**config.mk**
```make
export PLATFORM = sky130hd
export DESIGN_NAME = sid_audio_out
export DESIGN_NICKNAME = d
export VERILOG_FILES = /design/src/rtl/sid_pkg.sv /design/src/rtl/sid_i2s_tx.sv /design/src/rtl/sid_audio_out.sv
export SDC_FILE = /design/constraint.sdc
export NUM_CORES = 1
export LEC_CHECK = 0
export CAP_MARGIN = 20
export CORE_UTILIZATION = 25
export CTS_CLUSTER_DIAMETER = 150
export DETAILED_ROUTE_END_ITERATION = 12
export PLACE_DENSITY_LB_ADDON = 0.12
export SLEW_MARGIN = 20
export SYNTH_ARGS = -nofsm -noshare
export SYNTH_HDL_FRONTEND = slang
export SYNTH_SLANG_ARGS = --single-unit
```
**constraint.sdc**
```tcl
create_clock -name clk -period 1.6 [get_ports clk]
set_clock_uncertainty 0.05 [all_clocks]
set_input_delay 0.16 -clock clk [delete_from_list [all_inputs] [get_ports clk]]
set_output_delay 0.16 -clock clk [all_outputs]
set_load 0.03 [all_outputs]
```
**src/rtl/sid_pkg.sv**
```systemverilog
// Shared SID types and constants used by the audio output path.
// Slot formatting and mono mixing helpers live here so every consumer agrees on them.
package sid;

    typedef logic [3:0]         cycle_t;
    typedef logic signed [19:0] s20_t;

    localparam int     I2S_SLOT_BITS   = 32;
    localparam int     I2S_SAMPLE_BITS = 24;
    localparam cycle_t AUDIO_CYCLE_0   = 4'd9;
    localparam cycle_t AUDIO_CYCLE_1   = 4'd14;

    // Left-justified 20-bit sample inside a 24-bit word, padded to a full slot.
    function automatic logic [I2S_SLOT_BITS-1:0] slot_word(input s20_t sample);
        return {sample, 4'b0000, {(I2S_SLOT_BITS - I2S_SAMPLE_BITS){1'b0}}};
    endfunction

    // A 21-bit signed sum halved always fits back into 20 bits.
    function automatic s20_t mono_mix(input s20_t a, input s20_t b);
        logic signed [20:0] sum;
        sum = {a[19], a} + {b[19], b};
        return sum[20:1];
    endfunction

endpackage

```
**src/rtl/sid_i2s_tx.sv**
```systemverilog
// Philips I2S transmitter: SCK divider, 64-bit frame index, WS and MSB-first shift register.
// All outputs are registers; SD and WS move only when SCK falls.
module sid_i2s_tx #(
    parameter int SCK_DIV = 8
) (
    input  logic        clk,
    input  logic        rst_n,
    input  logic [63:0] frame_word,
    output logic        i2s_sck,
    output logic        i2s_ws,
    output logic        i2s_sd,
    output logic        frame_o
);

    localparam int             CW      = $clog2(SCK_DIV);
    localparam logic [CW-1:0]  CNT_MAX = CW'(SCK_DIV - 1);
    localparam logic [CW-1:0]  HALF    = CW'(SCK_DIV / 2);

    if ((SCK_DIV % 2) != 0 || SCK_DIV < 4) begin : g_bad_sck_div
        $error("sid_i2s_tx: SCK_DIV must be even and at least 4");
    end

    logic [CW-1:0] cnt_r;
    logic [CW-1:0] cnt_nxt_s;
    logic [5:0]    b_r;
    logic [5:0]    b_nxt_s;
    logic          fall_s;
    logic          load_s;
    logic [63:0]   shift_r;
    logic          sck_r;
    logic          ws_r;
    logic          frame_r;

    // Next divider / bit-index values and the frame-load strobe.
    always_comb begin
        fall_s = (cnt_r == CNT_MAX);
        load_s = fall_s && (b_r == 6'd63);
        if (fall_s) begin
            cnt_nxt_s = '0;
            b_nxt_s   = b_r + 6'd1;
        end else begin
            cnt_nxt_s = cnt_r + {{(CW-1){1'b0}}, 1'b1};
            b_nxt_s   = b_r;
        end
    end

    // Divider, index, line registers and shift register; WS leads each slot MSB by one SCK.
    always_ff @(posedge clk or negedge rst_n) begin
        if (!rst_n) begin
            cnt_r   <= '0;
            b_r     <= 6'd0;
            sck_r   <= 1'b0;
            ws_r    <= 1'b0;
            frame_r <= 1'b0;
            shift_r <= 64'd0;
        end else begin
            cnt_r   <= cnt_nxt_s;
            b_r     <= b_nxt_s;
            sck_r   <= (cnt_nxt_s >= HALF);
            ws_r    <= (b_nxt_s >= 6'd31) && (b_nxt_s <= 6'd62);
            frame_r <= load_s;
            if (load_s) begin
                shift_r <= frame_word;
            end else if (fall_s) begin
                shift_r <= {shift_r[62:0], 1'b0};
            end else begin
                shift_r <= shift_r;
            end
        end
    end

    assign i2s_sck = sck_r;
    assign i2s_ws  = ws_r;
    assign i2s_sd  = shift_r[63];
    assign frame_o = frame_r;

endmodule

```
**src/rtl/sid_audio_out.sv**
```systemverilog
// Captures the two SID chip samples from the TDM audio bus and streams them out over I2S.
// A coherent left/right pair is latched on the chip-1 slot and sampled by the transmitter once per frame.
module sid_audio_out
    import sid::*;
#(
    parameter int SCK_DIV = 8,
    parameter int MONO    = 0
) (
    input  logic        clk,
    input  logic        rst_n,
    input  sid::cycle_t cycle,
    input  sid::s20_t   audio_i,
    output logic        i2s_sck,
    output logic        i2s_ws,
    output logic        i2s_sd,
    output logic        frame_o
);

    s20_t        ch0_r;
    s20_t        ch1_r;
    s20_t        pair_l_r;
    s20_t        left_s;
    s20_t        right_s;
    logic [63:0] frame_word_s;

    // ch1_r and pair_l_r update together, so {pair_l_r, ch1_r} is always a matched pair.
    always_ff @(posedge clk or negedge rst_n) begin
        if (!rst_n) begin
            ch0_r    <= 20'sd0;
            ch1_r    <= 20'sd0;
            pair_l_r <= 20'sd0;
        end else if (cycle == AUDIO_CYCLE_0) begin
            ch0_r    <= audio_i;
        end else if (cycle == AUDIO_CYCLE_1) begin
            ch1_r    <= audio_i;
            pair_l_r <= ch0_r;
        end else begin
            ch0_r    <= ch0_r;
        end
    end

    // Slot samples for the next frame, optionally mixed down to mono.
    always_comb begin
        left_s  = pair_l_r;
        right_s = ch1_r;
        if (MONO != 0) begin
            left_s  = mono_mix(pair_l_r, ch1_r);
            right_s = mono_mix(pair_l_r, ch1_r);
        end else begin
            left_s  = pair_l_r;
            right_s = ch1_r;
        end
        frame_word_s = {slot_word(left_s), slot_word(right_s)};
    end

    sid_i2s_tx #(
        .SCK_DIV (SCK_DIV)
    ) u_tx (
        .clk        (clk),
        .rst_n      (rst_n),
        .frame_word (frame_word_s),
        .i2s_sck    (i2s_sck),
        .i2s_ws     (i2s_ws),
        .i2s_sd     (i2s_sd),
        .frame_o    (frame_o)
    );

endmodule
```
### Word-level counts from Yosys, hierarchy flattened

Cells that the tools add are included.

| storage, ports and cells | value |
|---|---|
| bits in registers | 136 |
| input bits | 26 |
| output and inout port bits | 4 |
| logic and storage cells | 27 |

| operators by class | value |
|---|---|
| add/subtract/negate cells | 2 |
| magnitude comparators | 3 |
| equality and inequality tests | 4 |
| muxes and demuxes | 4 |
| bitwise logic cells | 1 |
| reductions and logical operators | 4 |

Operator list:

| kind | count |
|---|---|
| $mux W64 | 2 |
| $eq A4 B4 Y1 const B | 2 |
| $add A6 B1 Y6 const B | 1 |
| $eq A6 B6 Y1 const B | 1 |
| $ge A6 B5 Y1 const B | 1 |
| $le A6 B6 Y1 const B | 1 |
| $mux W6 | 1 |
| $add A3 B1 Y3 const B | 1 |
| $eq A3 B3 Y1 const B | 1 |
| $ge A3 B3 Y1 const B | 1 |
| $mux W3 | 1 |
| $logic_and A1 B1 Y1 | 2 |
| $reduce_and A2 Y1 | 1 |
| $reduce_bool A2 Y1 | 1 |
| $not A1 Y1 | 1 |

### Longest topological paths before layout

| depth | value |
|---|---|
| depth after elaboration | 4 |
| depth in mapped cells | 8 |
| gate-level depth less buffers | 6 |

### Hierarchy

Synthesis repeated with hierarchy kept, for this count alone.

| unflattened totals | value |
|---|---|
| cell total of the unflattened synthesis | 511 |
| area total of the unflattened synthesis | 5,689.2 µm² |

By module, submodules not included:

| module | times used | cells an instance | area an instance (µm²) | seq. area each (µm²) |
|---|---|---|---|---|
| sid_i2s_tx | 1 | 382 | 3,325.7 | 1,876.8 |
| sid_audio_out | 1 | 129 | 2,363.5 | 1,501.4 |

### Worst setup path after synthesis

OpenSTA, ideal clock, no wires.

| timing path | value |
|---|---|
| path type | reg2reg |
| start | register u_tx.cnt_r[2] |
| end | register u_tx.shift_r[22] |
| library setup time | 0.127 ns |
| arrival | 1.592 ns |
| data required time | 1.423 ns |
| setup slack | -0.169 ns |
| stages on the path, launching flop included | 7 |
| path buffers | 2 |
| period minus slack after synthesis | 1.769 ns |
| cells stage by stage | dfrtp_1 > ha_1 > buf_2 > clkinv_1 > buf_1 > a221oi_1 > nor2_1 |

| between the ends | value |
|---|---|
| longest elaborated chain between the ends | 3 |
| elaborated cells on any way between the ends | 4 |
| those cells by class | 1 x eq/ne; 1 x mux; 2 x reduce/logical |

RTL lines:

| element | line | source |
|---|---|---|
| start: declaration | sid_i2s_tx.sv:23 | `logic [CW-1:0] cnt_r;` |
| start signal: assignment | sid_i2s_tx.sv:57 | `cnt_r <= cnt_nxt_s;` |
| $eq A3 B3 Y1 * | sid_i2s_tx.sv:36 | `fall_s = (cnt_r == CNT_MAX);` |
| $logic_and A1 B1 Y1 | sid_i2s_tx.sv:37 | `load_s = fall_s && (b_r == 6'd63);` |
| $mux W64 or $reduce_bool A2 Y1 (tied branches) | - |  |
| end signal: assignment | sid_i2s_tx.sv:63 | `shift_r <= frame_word;` |
| end signal: assignment | sid_i2s_tx.sv:65 | `shift_r <= {shift_r[62:0], 1'b0};` |
| end signal: assignment | sid_i2s_tx.sv:67 | `shift_r <= shift_r;` |
| end: declaration | sid_i2s_tx.sv:29 | `logic [63:0] shift_r;` |

Mark *: on every way between the ends. The rest lies on a longest branch, timed or not.
A chain may end at the register's enable or synchronous reset.

### Worst setup path in the final report

| timing path | value |
|---|---|
| start | register u_tx.cnt_r[0] |
| end | register u_tx.ws_r (netlist: u_tx.i2s_ws) |

| between the ends | value |
|---|---|
| longest elaborated chain between the ends | 4 |
| elaborated cells on any way between the ends | 5 |
| those cells by class | 2 x order compare; 1 x eq/ne; 1 x mux; 1 x reduce/logical |

RTL lines:

| element | line | source |
|---|---|---|
| $eq A3 B3 Y1 * | sid_i2s_tx.sv:36 |  |
| $mux W6 * | sid_i2s_tx.sv:38 | `if (fall_s) begin` |
| via u_tx.b_nxt_s[5] | sid_i2s_tx.sv:26 | `logic [5:0] b_nxt_s;` |
| $ge A6 B5 Y1 or $le A6 B6 Y1 (tied branches) | sid_i2s_tx.sv:60 | `ws_r <= (b_nxt_s >= 6'd31) && (b_nxt_s <= 6'd62);` |
| $logic_and A1 B1 Y1 * | sid_i2s_tx.sv:60 |  |
| end signal: assignment | sid_i2s_tx.sv:60 |  |
| end: declaration | sid_i2s_tx.sv:31 | `logic ws_r;` |

Mark *: on every way through the listed nets, which the timed path passes. The rest lies on a longest branch.

==> metrics.csv <==
stage,metric,value,unit
global_route,track_usage,11.7,%
worst_setup_path,r2r_end,u_tx.i2s_ws,
routing,drc_errors,0,
yosys,ys_top_cells_by_count,"dfrtp_1 (123), nor2_1 (79), mux2_2 (60), a221oi_1 (19), a221oi_2 (19)",
timing,period_share,102,%
cts,cts_root_buf,clkbuf_16,
die,coreArea,0.0197,sq mm
timing,rsz0062_at_grt,yes,
die,num_rows,51,
pwr,power,8.66,mW
timing,fin_crit,1630,ps
global_route,use_met2,18.2,%
yosys,synth_seq_cells,123,
cells_and_area,area_growth,32.5,%
yosys,yosys_warnings,0,
cells_and_area,fillerInstances,1927,
worst_setup_path,start_kind,flop,
cts,cts_sinks,123,
cts,cts_buffer_depth,2,
place,hpwl,6250,um
cells_and_area,drive_above_1_share,38.7,%
timing,slew_viol_final,0,
yosys,syn_nets,413,
worst_setup_path,crit_end,u_tx.i2s_ws,
die,initial_core_util,25.8,%
die,die_height,145,um
routing,wl_per_cell,15.1,um
cts,path_clk_slew,60,ps
worst_setup_path,ff2ff_path_depth,7,
worst_hold_path,hp-class,in2async,
yosys,synth_top_area_share,60.5,%
place,port_buffers,29,
pwr,ir_drop,0.684,mV
timing,slew_headroom,75.6,%
yosys,syn_inst,384,
global_route,grt.met3_usage,3.29,%
pwr,power_density,1280,mW/mm^2
outcome,outcome,"complete, but fails checks",
yosys,synthFlopType,dfrtp_1,
worst_setup_path,cp_max_fo,6,
global_route,grt_max_degree,48,
timing,max_freq,613,MHz
place,place_congestion,0.702,
global_route,grt_pass1_vias,3427,
global_route,grt_overflow,0,
yosys,async_flop_share,100,%
cts,clk_latency,420,ps
routing,drt_iter0_drc,135,
worst_setup_path,timing.rr.start,u_tx.cnt_r[0],
worst_setup_path,critPathLaunch,u_tx.cnt_r[0],
worst_setup_path,end_kind,flop,
worst_setup_path,cp.arrival,1880,ps
cts,cts_made_buffers,17,
timing,setup_ws,-31.5,ps
worst_setup_path,r2r_slack,-30,ps
worst_setup_path,worstSetupPathType,reg2reg,
timing,setup_violations,4,
yosys,syn_area,0.00509,sq mm
cells_and_area,layout.nets,463,
timing,finalSetupTns,-59.1,ps
timing,finalHoldViolations,0,
yosys,yosysMostFrequentCell,dfrtp_1,
global_route,grt_pass1_wl,18300,um
die,dieArea,0.0209,sq mm
yosys,synth_cell_types,35,
pwr,power.leakage,3.12,nW
die,io_pins,30,
timing,worst_slew_pin_slew,367,ps
yosys,synth_edf_count,0,
routing,first_pass_iters,4,
worst_setup_path,required,1850,ps
yosys,syn_area_per_cell,13.3,sq um
yosys,synth-seq-area-share,60.5,%
routing,drt_wl_total,10800,um
routing,vias,3173,
routing,vias_per_cell,4.46,
die,fp.dieW,145,um
global_route,antenna_found_initial,0,
cts,cts-htree-levels,4,
cells_and_area,n_antenna_cell,0,
yosys,yosys.area.top_type,dfrtp_1,
global_route,busiest_layer,met2,
yosys,ys_top_cells_by_area,"dfrtp_1 (60%), mux2_2 (13%), nor2_1 (5.8%), a221oi_2 (5.6%), a221oi_1 (3.3%)",
place,preCtsSetupSlack,-175,ps
cells_and_area,multi_input_area,0.00200,sq mm
global_route,use_met1,15.0,%
run,drv_cap,0,
cells_and_area,seq_area,0.00308,sq mm
routing,ant_nets,0,
cts,tritoncts,built,
outcome,violations,negative setup slack,
through the flow:
step | utilization, % | cells | cell area [sq um] | hold WS, ps
2_1_floorplan | - | 384 | 5100 | -186
3_3_place_gp | 29.5 | 672 | 5820 | 9.79
3_5_place_dp | 29.5 | 672 | 5820 | 11.2
4_1_cts | 33.4 | 710 | 6600 | 121
5_1_grt | 34.2 | 712 | 6740 | 130
6_report | 34.2 | 712 | 6740 | 114
kinds of logic (layout without fill, tap and decap cells):
logic type / Yosys count / in the layout / synth area share [%]
XOR/XNOR: 7 / 7 / 1.20
multiplexers: 60 / 60 / 13.3
adder cells (fa/ha/maj): 3 / 3 / 0.738
AO/OA/AOI/OAI: 55 / 55 / 11.6
buffers and inverters: 31 / 93 / 3.91
AND/OR/NAND/NOR: 105 / 106 / 8.78
flip-flops: 123 / 123 / 60.5
critical path, stage by stage, from the launching register on:
cell     delay (ps)
dfrtp_1         340
ha_2            190
ha_4            190
buf_6           140
and3_4          170
nand4_1         140
xnor2_2         170
xnor2_1         130
report_power, final:
group / internal (mW) / total (mW) / switching [mW]
registers: 3.52 / 3.80 / 0.283
clock network: 2.86 / 4.29 / 1.44
logic: 0.372 / 0.560 / 0.188
layout make-up:
type / count / share of cell area [%]
well taps: 265 / 4.92
clock buffers: 19 / 6.72
flip-flops and latches: 123 / 45.7
clock inverters: 13 / 3.14
inverters: 3 / 0.223
repair buffers: 58 / 9.67
multi-input cells: 231 / 29.7
cell usage in the layout, fill, tap and decap left out, types with 2 or more instances in the layout:
cell | netlist | final
a221oi_2 | 19 | 37
and2_4 | 1 | 2
buf_12 | 1 | 8
buf_4 | 1 | 16
buf_6 | 5 | 3
bufinv_16 | 0 | 5
clkbuf_16 | 0 | 18
clkbuf_8 | 0 | 2
clkdlybuf4s50_1 | 0 | 24
clkinv_2 | 0 | 2
clkinvlp_4 | 0 | 4
dfrtp_1 | 123 | 122
dlygate4sd2_1 | 0 | 4
ha_2 | 0 | 2
inv_6 | 0 | 3
mux2_2 | 60 | 60
nand2_1 | 14 | 14
nand4_1 | 3 | 3
nor2_1 | 79 | 79
o2bb2ai_1 | 12 | 12
xnor2_1 | 6 | 5
sequential cells by signal (all words and copies together) (netlist names):
register and flops:
left_s 20, u_tx.frame_o 1, ch0_r 20, u_tx.cnt_r 3, u_tx.i2s_ws 1, u_tx.b_r 6, u_tx.shift_r 52, ch1_r 20
layer usage:
layer	share of wire, %	wire length [um]	up-vias
met2	47	5020	30
met4	1.9	200	0
li1	-	-	1491
met3	2.4	260	16
met1	49	5270	1636
met5	0	0	-
what timing repair did:
item	CTS	global route
hold buffers	1	0
gates resized for setup	18	20
endpoints found under the hold margin	123	0
pin swaps	3	5
gates cloned	1	1
buffers inserted	4	2
setup endpoints to repair	58	55
how the worst min path moves through the flow:
stage	slack, ps	to	depth (start not counted)
final	110	u_tx.shift_r[63]	2
after global routing	130	u_tx.b_r[5]	2
after CTS	120	u_tx.shift_r[63]	2
after detailed placement	10	u_tx.b_r[2]	1
after global placement	10	u_tx.b_r[2]	1
after floorplan	-190	ch0_r[0]	0
Power figures use the tool's default switching activity.
